## src/rtl/output_argmax_pkg.sv

```systemverilog
// Shared constants, state encoding and width helper for the output argmax block.
package output_argmax_pkg;

  localparam int NUM_CLASSES = 10;
  localparam int INDEX_WIDTH = 4;

  // Index of the final class compared in a search.
  localparam logic [INDEX_WIDTH-1:0] LAST_INDEX = INDEX_WIDTH'(NUM_CLASSES - 1);

  // Width of a layer-2 leaky output: a product of activation and weight,
  // accumulated and passed through the leaky stage, plus one guard bit.
  function automatic int calc_data_size(input int leaky_size, input int weight_size);
    return 2 * (leaky_size + weight_size) + 1;
  endfunction

  localparam int DEFAULT_DATA_SIZE = calc_data_size(32, 8);

  typedef enum logic [1:0] {
    ST_IDLE    = 2'd0,
    ST_COMPARE = 2'd1,
    ST_DONE    = 2'd2
  } state_t;

endpackage

```

## src/rtl/output_argmax_compare.sv

```systemverilog
// Single signed comparator plus select mux: keeps the incumbent unless the
// candidate is strictly greater, so ties stay with the lower index.
module argmax_compare
  import output_argmax_pkg::*;
#(
  parameter int DATA_SIZE = DEFAULT_DATA_SIZE
) (
  input  logic [DATA_SIZE-1:0]   cand_val,
  input  logic [INDEX_WIDTH-1:0] cand_idx,
  input  logic [DATA_SIZE-1:0]   best_val,
  input  logic [INDEX_WIDTH-1:0] best_idx,
  output logic [DATA_SIZE-1:0]   sel_val,
  output logic [INDEX_WIDTH-1:0] sel_idx
);

  logic take;

  // Scores are two's-complement, so the compare must be signed.
  always_comb begin
    take    = $signed(cand_val) > $signed(best_val);
    sel_val = take ? cand_val : best_val;
    sel_idx = take ? cand_idx : best_idx;
  end

endmodule

```

## src/rtl/output_argmax.sv

```systemverilog
// Sequential argmax over the ten layer-2 class scores. A load snapshots the
// scores, one comparator walks them over nine cycles, and a final cycle
// publishes the winner and raises done.
module output_argmax
  import output_argmax_pkg::*;
#(
  parameter int LEAKY_LAYER_SIZE = 32,
  parameter int WEIGHT_SIZE      = 8,
  parameter int DATA_SIZE        = calc_data_size(LEAKY_LAYER_SIZE, WEIGHT_SIZE)
) (
  input  logic                   clk,
  input  logic                   reset,
  input  logic                   load,
  input  logic [DATA_SIZE-1:0]   layer_2_output_leaky_1,
  input  logic [DATA_SIZE-1:0]   layer_2_output_leaky_2,
  input  logic [DATA_SIZE-1:0]   layer_2_output_leaky_3,
  input  logic [DATA_SIZE-1:0]   layer_2_output_leaky_4,
  input  logic [DATA_SIZE-1:0]   layer_2_output_leaky_5,
  input  logic [DATA_SIZE-1:0]   layer_2_output_leaky_6,
  input  logic [DATA_SIZE-1:0]   layer_2_output_leaky_7,
  input  logic [DATA_SIZE-1:0]   layer_2_output_leaky_8,
  input  logic [DATA_SIZE-1:0]   layer_2_output_leaky_9,
  input  logic [DATA_SIZE-1:0]   layer_2_output_leaky_10,
  output logic [INDEX_WIDTH-1:0] class_index,
  output logic [DATA_SIZE-1:0]   max_value,
  output logic                   done
);

  state_t                 state;
  state_t                 next_state;
  logic [DATA_SIZE-1:0]   scores [NUM_CLASSES];
  logic [DATA_SIZE-1:0]   bank   [NUM_CLASSES];
  logic [DATA_SIZE-1:0]   best_val;
  logic [INDEX_WIDTH-1:0] best_idx;
  logic [INDEX_WIDTH-1:0] counter;
  logic                   search_done;
  logic [DATA_SIZE-1:0]   sel_val;
  logic [INDEX_WIDTH-1:0] sel_idx;
  logic                   accept;

  assign scores[0] = layer_2_output_leaky_1;
  assign scores[1] = layer_2_output_leaky_2;
  assign scores[2] = layer_2_output_leaky_3;
  assign scores[3] = layer_2_output_leaky_4;
  assign scores[4] = layer_2_output_leaky_5;
  assign scores[5] = layer_2_output_leaky_6;
  assign scores[6] = layer_2_output_leaky_7;
  assign scores[7] = layer_2_output_leaky_8;
  assign scores[8] = layer_2_output_leaky_9;
  assign scores[9] = layer_2_output_leaky_10;

  // A load is honoured only when not already searching.
  assign accept = load && (state != ST_COMPARE);

  argmax_compare #(
    .DATA_SIZE(DATA_SIZE)
  ) u_compare (
    .cand_val(bank[counter]),
    .cand_idx(counter),
    .best_val(best_val),
    .best_idx(best_idx),
    .sel_val (sel_val),
    .sel_idx (sel_idx)
  );

  // State register.
  always_ff @(posedge clk or posedge reset) begin
    // NOTE: sequential state uses non-blocking assignments so every register
    // samples the pre-edge values of its neighbours.
    if (reset) state <= ST_IDLE;
    else       state <= next_state;
  end

  // Next-state logic: start on an accepted load, finish after the last compare.
  always_comb begin
    // NOTE: assigning a default first keeps every path driven and avoids a latch.
    next_state = state;
    unique case (state)
      ST_IDLE, ST_DONE: if (load)        next_state = ST_COMPARE;
      ST_COMPARE:       if (search_done) next_state = ST_DONE;
      default:                           next_state = ST_IDLE;
    endcase
  end

  // Datapath: snapshot on load, fold one score per cycle, publish on completion.
  always_ff @(posedge clk or posedge reset) begin
    if (reset) begin
      // NOTE: the score bank is cleared on reset because a stale snapshot must
      // never be observable; this is a small register bank, not a RAM.
      for (int i = 0; i < NUM_CLASSES; i++) bank[i] <= '0;
      best_val    <= '0;
      best_idx    <= '0;
      counter     <= '0;
      search_done <= 1'b0;
      class_index <= '0;
      max_value   <= '0;
      done        <= 1'b0;
    end else if (accept) begin
      for (int i = 0; i < NUM_CLASSES; i++) bank[i] <= scores[i];
      best_val    <= scores[0];
      best_idx    <= '0;
      counter     <= INDEX_WIDTH'(1);
      search_done <= 1'b0;
      done        <= 1'b0;
    end else if (state == ST_COMPARE) begin
      if (search_done) begin
        class_index <= best_idx;
        max_value   <= best_val;
        done        <= 1'b1;
      end else begin
        best_val <= sel_val;
        best_idx <= sel_idx;
        // Counter parks on the last index instead of wrapping.
        if (counter == LAST_INDEX) search_done <= 1'b1;
        else                       counter     <= counter + INDEX_WIDTH'(1);
      end
    end
  end

endmodule

```

## config.mk

```make
export PLATFORM = sky130hd
export DESIGN_NAME = output_argmax
export DESIGN_NICKNAME = d
export VERILOG_FILES = /design/src/rtl/output_argmax_pkg.sv /design/src/rtl/output_argmax_compare.sv /design/src/rtl/output_argmax.sv
export SDC_FILE = /design/constraint.sdc
export NUM_CORES = 2
export LEC_CHECK = 0
export CORE_MARGIN = 10
export CORE_UTILIZATION = 40
export CTS_BUF_LIST = sky130_fd_sc_hd__clkbuf_2 sky130_fd_sc_hd__clkbuf_4 sky130_fd_sc_hd__clkbuf_8
export CTS_CLUSTER_DIAMETER = 150
export DETAILED_ROUTE_END_ITERATION = 8
export GPL_TIMING_DRIVEN = 0
export PLACE_DENSITY = 0.66
export SKIP_LAST_GASP = 1
export SLEW_MARGIN = 20
export SYNTH_ARGS = -nofsm -noshare
export SYNTH_HDL_FRONTEND = slang
export SYNTH_SLANG_ARGS = --single-unit
```

## constraint.sdc

```tcl
create_clock -name clk -period 32.4 [get_ports clk]
set_input_delay 3.24 -clock clk [delete_from_list [all_inputs] [get_ports clk]]
set_output_delay 3.24 -clock clk [all_outputs]
set_load 0.01 [all_outputs]
```

# Yosys cells after proc, flatten, opt, wreduce, memory -nomap -nowiden
# Index checks and enable logic that the tools add are counted.
# totals
inputBits,813
elab_cells,67
ff_bits,988
out_inout_bits,86
# op_classes
muxes,25
order_cmp,2
addsub,1
n_reduce_logical,11
n_eq_ne,8
n_bitwise,2
# op_table
operator,count
81-bit two-way mux,6
81-bit binary-select mux with 4-bit select,1
81-bit > comparator,1
4-bit two-way mux,8
3-bit AND reduction,3
1-bit two-way mux,7
"2-bit != test, second input constant",3
2-bit nonzero test,3
"5-bit >= comparator, second input constant",1
4-bit inverter with 5-bit output,1
"4-bit by 1-bit adder with 4-bit output, second input constant",1
"4-bit == test, second input constant",1
2-bit two-way mux,2
"2-bit by 1-bit != test with 1-bit output, second input constant",2
2-bit one-hot mux with 2 select lines,1
2-bit AND reduction,2
"2-bit by 1-bit == test with 1-bit output, second input constant",1
"2-bit == test, second input constant",1
2-bit zero test,1
2-bit OR reduction,1
1-bit logical AND,1
1-bit inverter,1

# Logic depth before layout (Yosys ltp)
# logic_depth
word_depth,9
depth_mapped,18

# Hierarchy
# From an unflattened synthesis, not the netlist that was laid out.
# hier_totals
hier_cells,5061
hier_area_um2,47259.1
# by_module_without_submodules
module,area_per_inst_um2,instances,cells_each
output_argmax,44067.3,1,4657
argmax_compare,3191.8,1,404

# Worst setup path after synthesis
# No wires, ideal clock.
# synth_timing
path_kind,in2reg
startpoint,input port load
endpoint,register bank[301] in the netlist's numbering
setup_slack_ns,27.866
path_buffers,3
path_stages,7
required_time_ns,32.335
arrival_time_ns,4.469
setup_time_ns,0.065
path_cell_list,inv_1 nor2_1 clkbuf_1 clkbuf_1 clkbuf_1 nand2_1 nand2_1
# synth_between
elab_chain_len,1
# synth_rtl
item,line,text
start: declaration,output_argmax.sv:13,"input logic load,"
1-bit logical AND,output_argmax.sv:53,assign accept = load && (state != ST_COMPARE);
end: declaration,output_argmax.sv:32,logic [DATA_SIZE-1:0] bank [NUM_CLASSES];
# Every way passes these cells.
# A chain may end at the register's enable or synchronous reset.

# Worst setup path in the final report
# layout_timing
startpoint,register counter[0]
endpoint,register best_val[17]
# layout_between
elab_chain_len,8
elab_cells_between_ends,11
cone_classes,order compare: 1; mux: 7; bitwise: 1; reduce/logical: 2
# layout_rtl
item,line,text
start: declaration,output_argmax.sv:35,logic [INDEX_WIDTH-1:0] counter;
start signal: assignment,output_argmax.sv:115,else counter <= counter + INDEX_WIDTH'(1);
4-bit inverter with 5-bit output (not written as such) (*),output_argmax.sv:58,".cand_val(bank[counter]),"
81-bit binary-select mux with 4-bit select (*),output_argmax.sv:58,
81-bit two-way mux (not written as such) (*) (2 in a row),output_argmax.sv:58,
"parallel branches: the longest is 4 deep, another holds 81-bit > comparator",--,
end signal: assignment,output_argmax.sv:100,best_val <= scores[0];
end signal: assignment,output_argmax.sv:111,best_val <= sel_val;
end: declaration,output_argmax.sv:33,logic [DATA_SIZE-1:0] best_val;
# Mark *: on every way between the ends. The select of a mux whose other input is x is not followed.

==> summary.log <==
[outcome] run status finished, final reports clean
[sta] setup TNS 0 ns
[grt] number of global-route vias before repair 42750
[synthesis] number of synthesized flops with an enable pin 0
[pwr] peak ir drop on the vdd network 62.85 uV
[synthesis] net count of the mapped netlist 5880
[routing] Antenna Nets Post-Route 0
[placement] dpl ws 25.27 ns
[job] maximum capacitance violations 0
[critical_path] CP Capture Point best_val[17]$_DFFE_PP0P_
[sta] worst setup margin 25.33 ns
[routing] WL/cell 26.42 um
[floorplanning] Die Outline Area 0.1277 mm2
[sta] final number of max-transition violations 0
[synthesis] Syn Inst Count 4984
[routing] detail-routed via count per cell 5.347
[sta] worst-case hold slack 0.4687 ns
[sta] total of endpoints with negative setup slack in the final report 0
[grt] total grt overflow 0
[synthesis] leading cell types by total area after synthesis sky130_fd_sc_hd__dfrtp_1 54%, sky130_fd_sc_hd__nand2_1 22%, sky130_fd_sc_hd__mux4_2 8.0%
[worst_hold_path] type of the tightest min-delay check register to register
[synthesis] register area share after synthesis 0.5432
[sta] final-report hold violation count 0
[grt] largest net degree at the start of global routing 105
[routing] Pre-Repair DR Iteration Count 8
[critical_path] reg-to-reg startpoint counter[0]$_DFFE_PP0P_
[sta] worst-case headroom to the max-slew limit 0.2832
[clock_network] H-tree level count 4
[grt] GR Util All Layers 0.3133
[routing] drt total wl 205.1 mm
[grt] first-pass GRT wire length 291.6 mm
[floorplanning] starting utilization of the core area 0.4035
[clock_network] Setup Fix Bufs, Post-CTS 0
[layout] Layout Area Growth over Synthesis 34.36%
[clock_network] Clock Root Buffer sky130_fd_sc_hd__clkbuf_8
[placement] area of placed instances 0.05705 mm2
[routing] via count of the routed design 41520
[floorplanning] die span in y 357.3 um
[worst_hold_path] hold-critical path depth 2
[synthesis] Netlist cell types 44
[layout] end-of-flow core utilization 0.5421
[synthesis] area fraction of the dominant cell type after synthesis 0.5432
[routing] iteration-0 DRC count of the detailed router 3854
[floorplanning] core box area 0.1128 mm2
[synthesis] primary flip-flop cell chosen by synthesis mapping sky130_fd_sc_hd__dfrtp_1
[floorplanning] Die Span X 357.3 um
[pwr] P per Cell Area 113.7 mW/mm2
[critical_path] critical-path maximum fanout 10
[sta] worst-case clock skew 0.05094 ns
[critical_path] capture instance of the worst register-to-register path best_val[17]$_DFFE_PP0P_
[critical_path] Setup Crit Path Kind register to register
[clock_network] clk slew on worst S/H paths 0.06 ns
[layout] filler cell count in the final layout 10360
[placement] Port Buffers 898
[placement] placed wire-length estimate 160.6 mm
[critical_path] data required time at the worst endpoint 33.12 ns
[pwr] total design power 6.956 mW
[synthesis] most common cell in the synthesized netlist sky130_fd_sc_hd__nand2_1
[layout] layout cells sized above 1 0.1048
[clock_network] PostCTS Resize Cnt 0
[floorplanning] number of I/O pins 899
[floorplanning] Placement Rows 123
[critical_path] number of cell instances on the worst register-to-register path 18
[sta] post-layout minimum cycle time 7.066 ns
[routing] Remaining DRCs 0
[placement] RD Place Congestion 0.9155
[synthesis] flop and latch count out of synthesis 988
[clock_network] largest buffer count on any clock path 3
[layout] nets@finish 6975
[pwr] leakage power 29.44 nW
[clock_network] sink count of the clock tree 988
[clock_network] TritonCTS clock tree yes
[synthesis] dominant cell type by area after synthesis sky130_fd_sc_hd__dfrtp_1
[synthesis] average instance area after synthesis 9.132 um2
[sta] transition at the pin with the smallest max-transition slack 1.065 ns
[synthesis] summed instance area of the synthesized netlist 0.04551 mm2
[layout] number of non-filler instances in the completed layout 7765
[critical_path] Arrival @ worst endpoint 7.79 ns
[synthesis] total of warnings raised by yosys 0
[layout] fin area 0.06115 mm2
[critical_path] slack of the worst reg-to-reg path 25.33 ns
[critical_path] Setup crit end kind register
[sta] final clock period utilization by the worst path 0.2181
[sta] highest clock frequency the design can meet 141.5 MHz
[critical_path] CP startpoint counter[0]$_DFFE_PP0P_
[critical_path] startpoint types register
[synthesis] Post-synth ARST share 1.000
[clock_network] quantity of hold-fixing buffers added after cts 0
[sta] setup repair after global routing missed its margin false
[clock_network] total clock buffers created by CTS 171
[placement] number of placed instances with taps included 7406
[grt] initial antenna violation count 65
[synthesis] leading post-synthesis cells by instance count 2702 x sky130_fd_sc_hd__nand2_1, 988 x sky130_fd_sc_hd__dfrtp_1, 256 x sky130_fd_sc_hd__clkbuf_1
[clock_network] worst skew pair latency 0.90 ns
[cells by family (layout without fill, tap and decap cells)]
group	after synthesis	after routing	share of synthesized area
AND/OR/NAND/NOR	2849	2849	0.2423
flip-flops	988	988	0.5432
buffers and inverters	413	1651	0.03508
AO/OA/AOI/OAI	400	400	0.05452
multiplexers	248	248	0.1014
adder cells (fa/ha/maj)	83	83	0.02282
XOR/XNOR	3	3	0.0005774
other	0	43	0
[metal layers]
layer / global-route usage / part of all wire
met5: 0 / 0.0011
met4: 0.1487 / 0.048
met3: 0.09197 / 0.093
met2: 0.5109 / 0.48
met1: 0.3795 / 0.38
[state kept, by name, summed over array words and instances (netlist names)]
signal / count
state: 2
best_val: 81
search_done: 1
bank: 810
class_index: 4
max_value: 81
done: 1
counter: 4
best_idx: 4
[cells in the final DEF (no fill, tap or decap), drive strengths merged, types with 22 or more instances in the layout]
cell / count
clkinv: 22
mux4: 162
diode: 43
nand2: 2702
clkdlybuf4s50: 898
nand4: 97
o21ai: 177
ha: 83
inv: 93
a21oi: 36
buf: 91
a22oi: 81
dfrtp: 988
clkbuf: 535
o211ai: 82
mux2: 86
[power breakdown]
part	leakage [nW]	internal [mW]	switching (mW)
combinational	15.0	1.32	2.16
sequential	12.3	1.83	0.327
clock	2.10	0.751	0.565
total	29.4	3.90	3.05
[area by class of cell]
cell class / instances / area [um2] / area share
clock inverters: 38 / 397.9 / 0.006507
multi-input cells: 3583 / 19200 / 0.3140
diodes: 43 / 107.6 / 0.001760
well taps: 1500 / 1877 / 0.03069
flip-flops and latches: 988 / 24720 / 0.4043
inverters: 89 / 341.6 / 0.005586
repair buffers: 922 / 9622 / 0.1573
plain buffers: 324 / 1292 / 0.02114
clock buffers: 278 / 3588 / 0.05868
[worst min path at each step]
stage,to,slack (ns),from
CTS,bank[265]$_DFFE_PP0P_,0.47,bank[265]$_DFFE_PP0P_
floorplan,bank[0]$_DFFE_PP0P_,0.44,bank[0]$_DFFE_PP0P_
global route,bank[395]$_DFFE_PP0P_,0.48,bank[395]$_DFFE_PP0P_
finish,bank[395]$_DFFE_PP0P_,0.47,bank[395]$_DFFE_PP0P_
detailed placement,bank[595]$_DFFE_PP0P_,0.46,bank[595]$_DFFE_PP0P_
global placement,bank[360]$_DFFE_PP0P_,0.45,bank[360]$_DFFE_PP0P_
[worst max-delay path: stages (launching register included)]
cell and delay [ns]:
sky130_fd_sc_hd__dfrtp_1 0.37, sky130_fd_sc_hd__clkbuf_1 0.13, sky130_fd_sc_hd__buf_2 0.56, sky130_fd_sc_hd__buf_2 0.52, sky130_fd_sc_hd__clkbuf_1 0.74, sky130_fd_sc_hd__mux2_2 0.33, sky130_fd_sc_hd__a22oi_1 0.06, sky130_fd_sc_hd__o21ai_0 0.49
sky130_fd_sc_hd__ha_1 0.37, sky130_fd_sc_hd__and4_1 0.22, sky130_fd_sc_hd__and2_1 0.23, sky130_fd_sc_hd__a311oi_1 0.30, sky130_fd_sc_hd__o22ai_1 0.20, sky130_fd_sc_hd__nor4_2 0.78, sky130_fd_sc_hd__nand4b_1 0.67, sky130_fd_sc_hd__buf_4 0.45
sky130_fd_sc_hd__buf_2 0.23, sky130_fd_sc_hd__nand4_1 0.11, sky130_fd_sc_hd__o211ai_1 0.11
(Power assumes the default switching activity.)
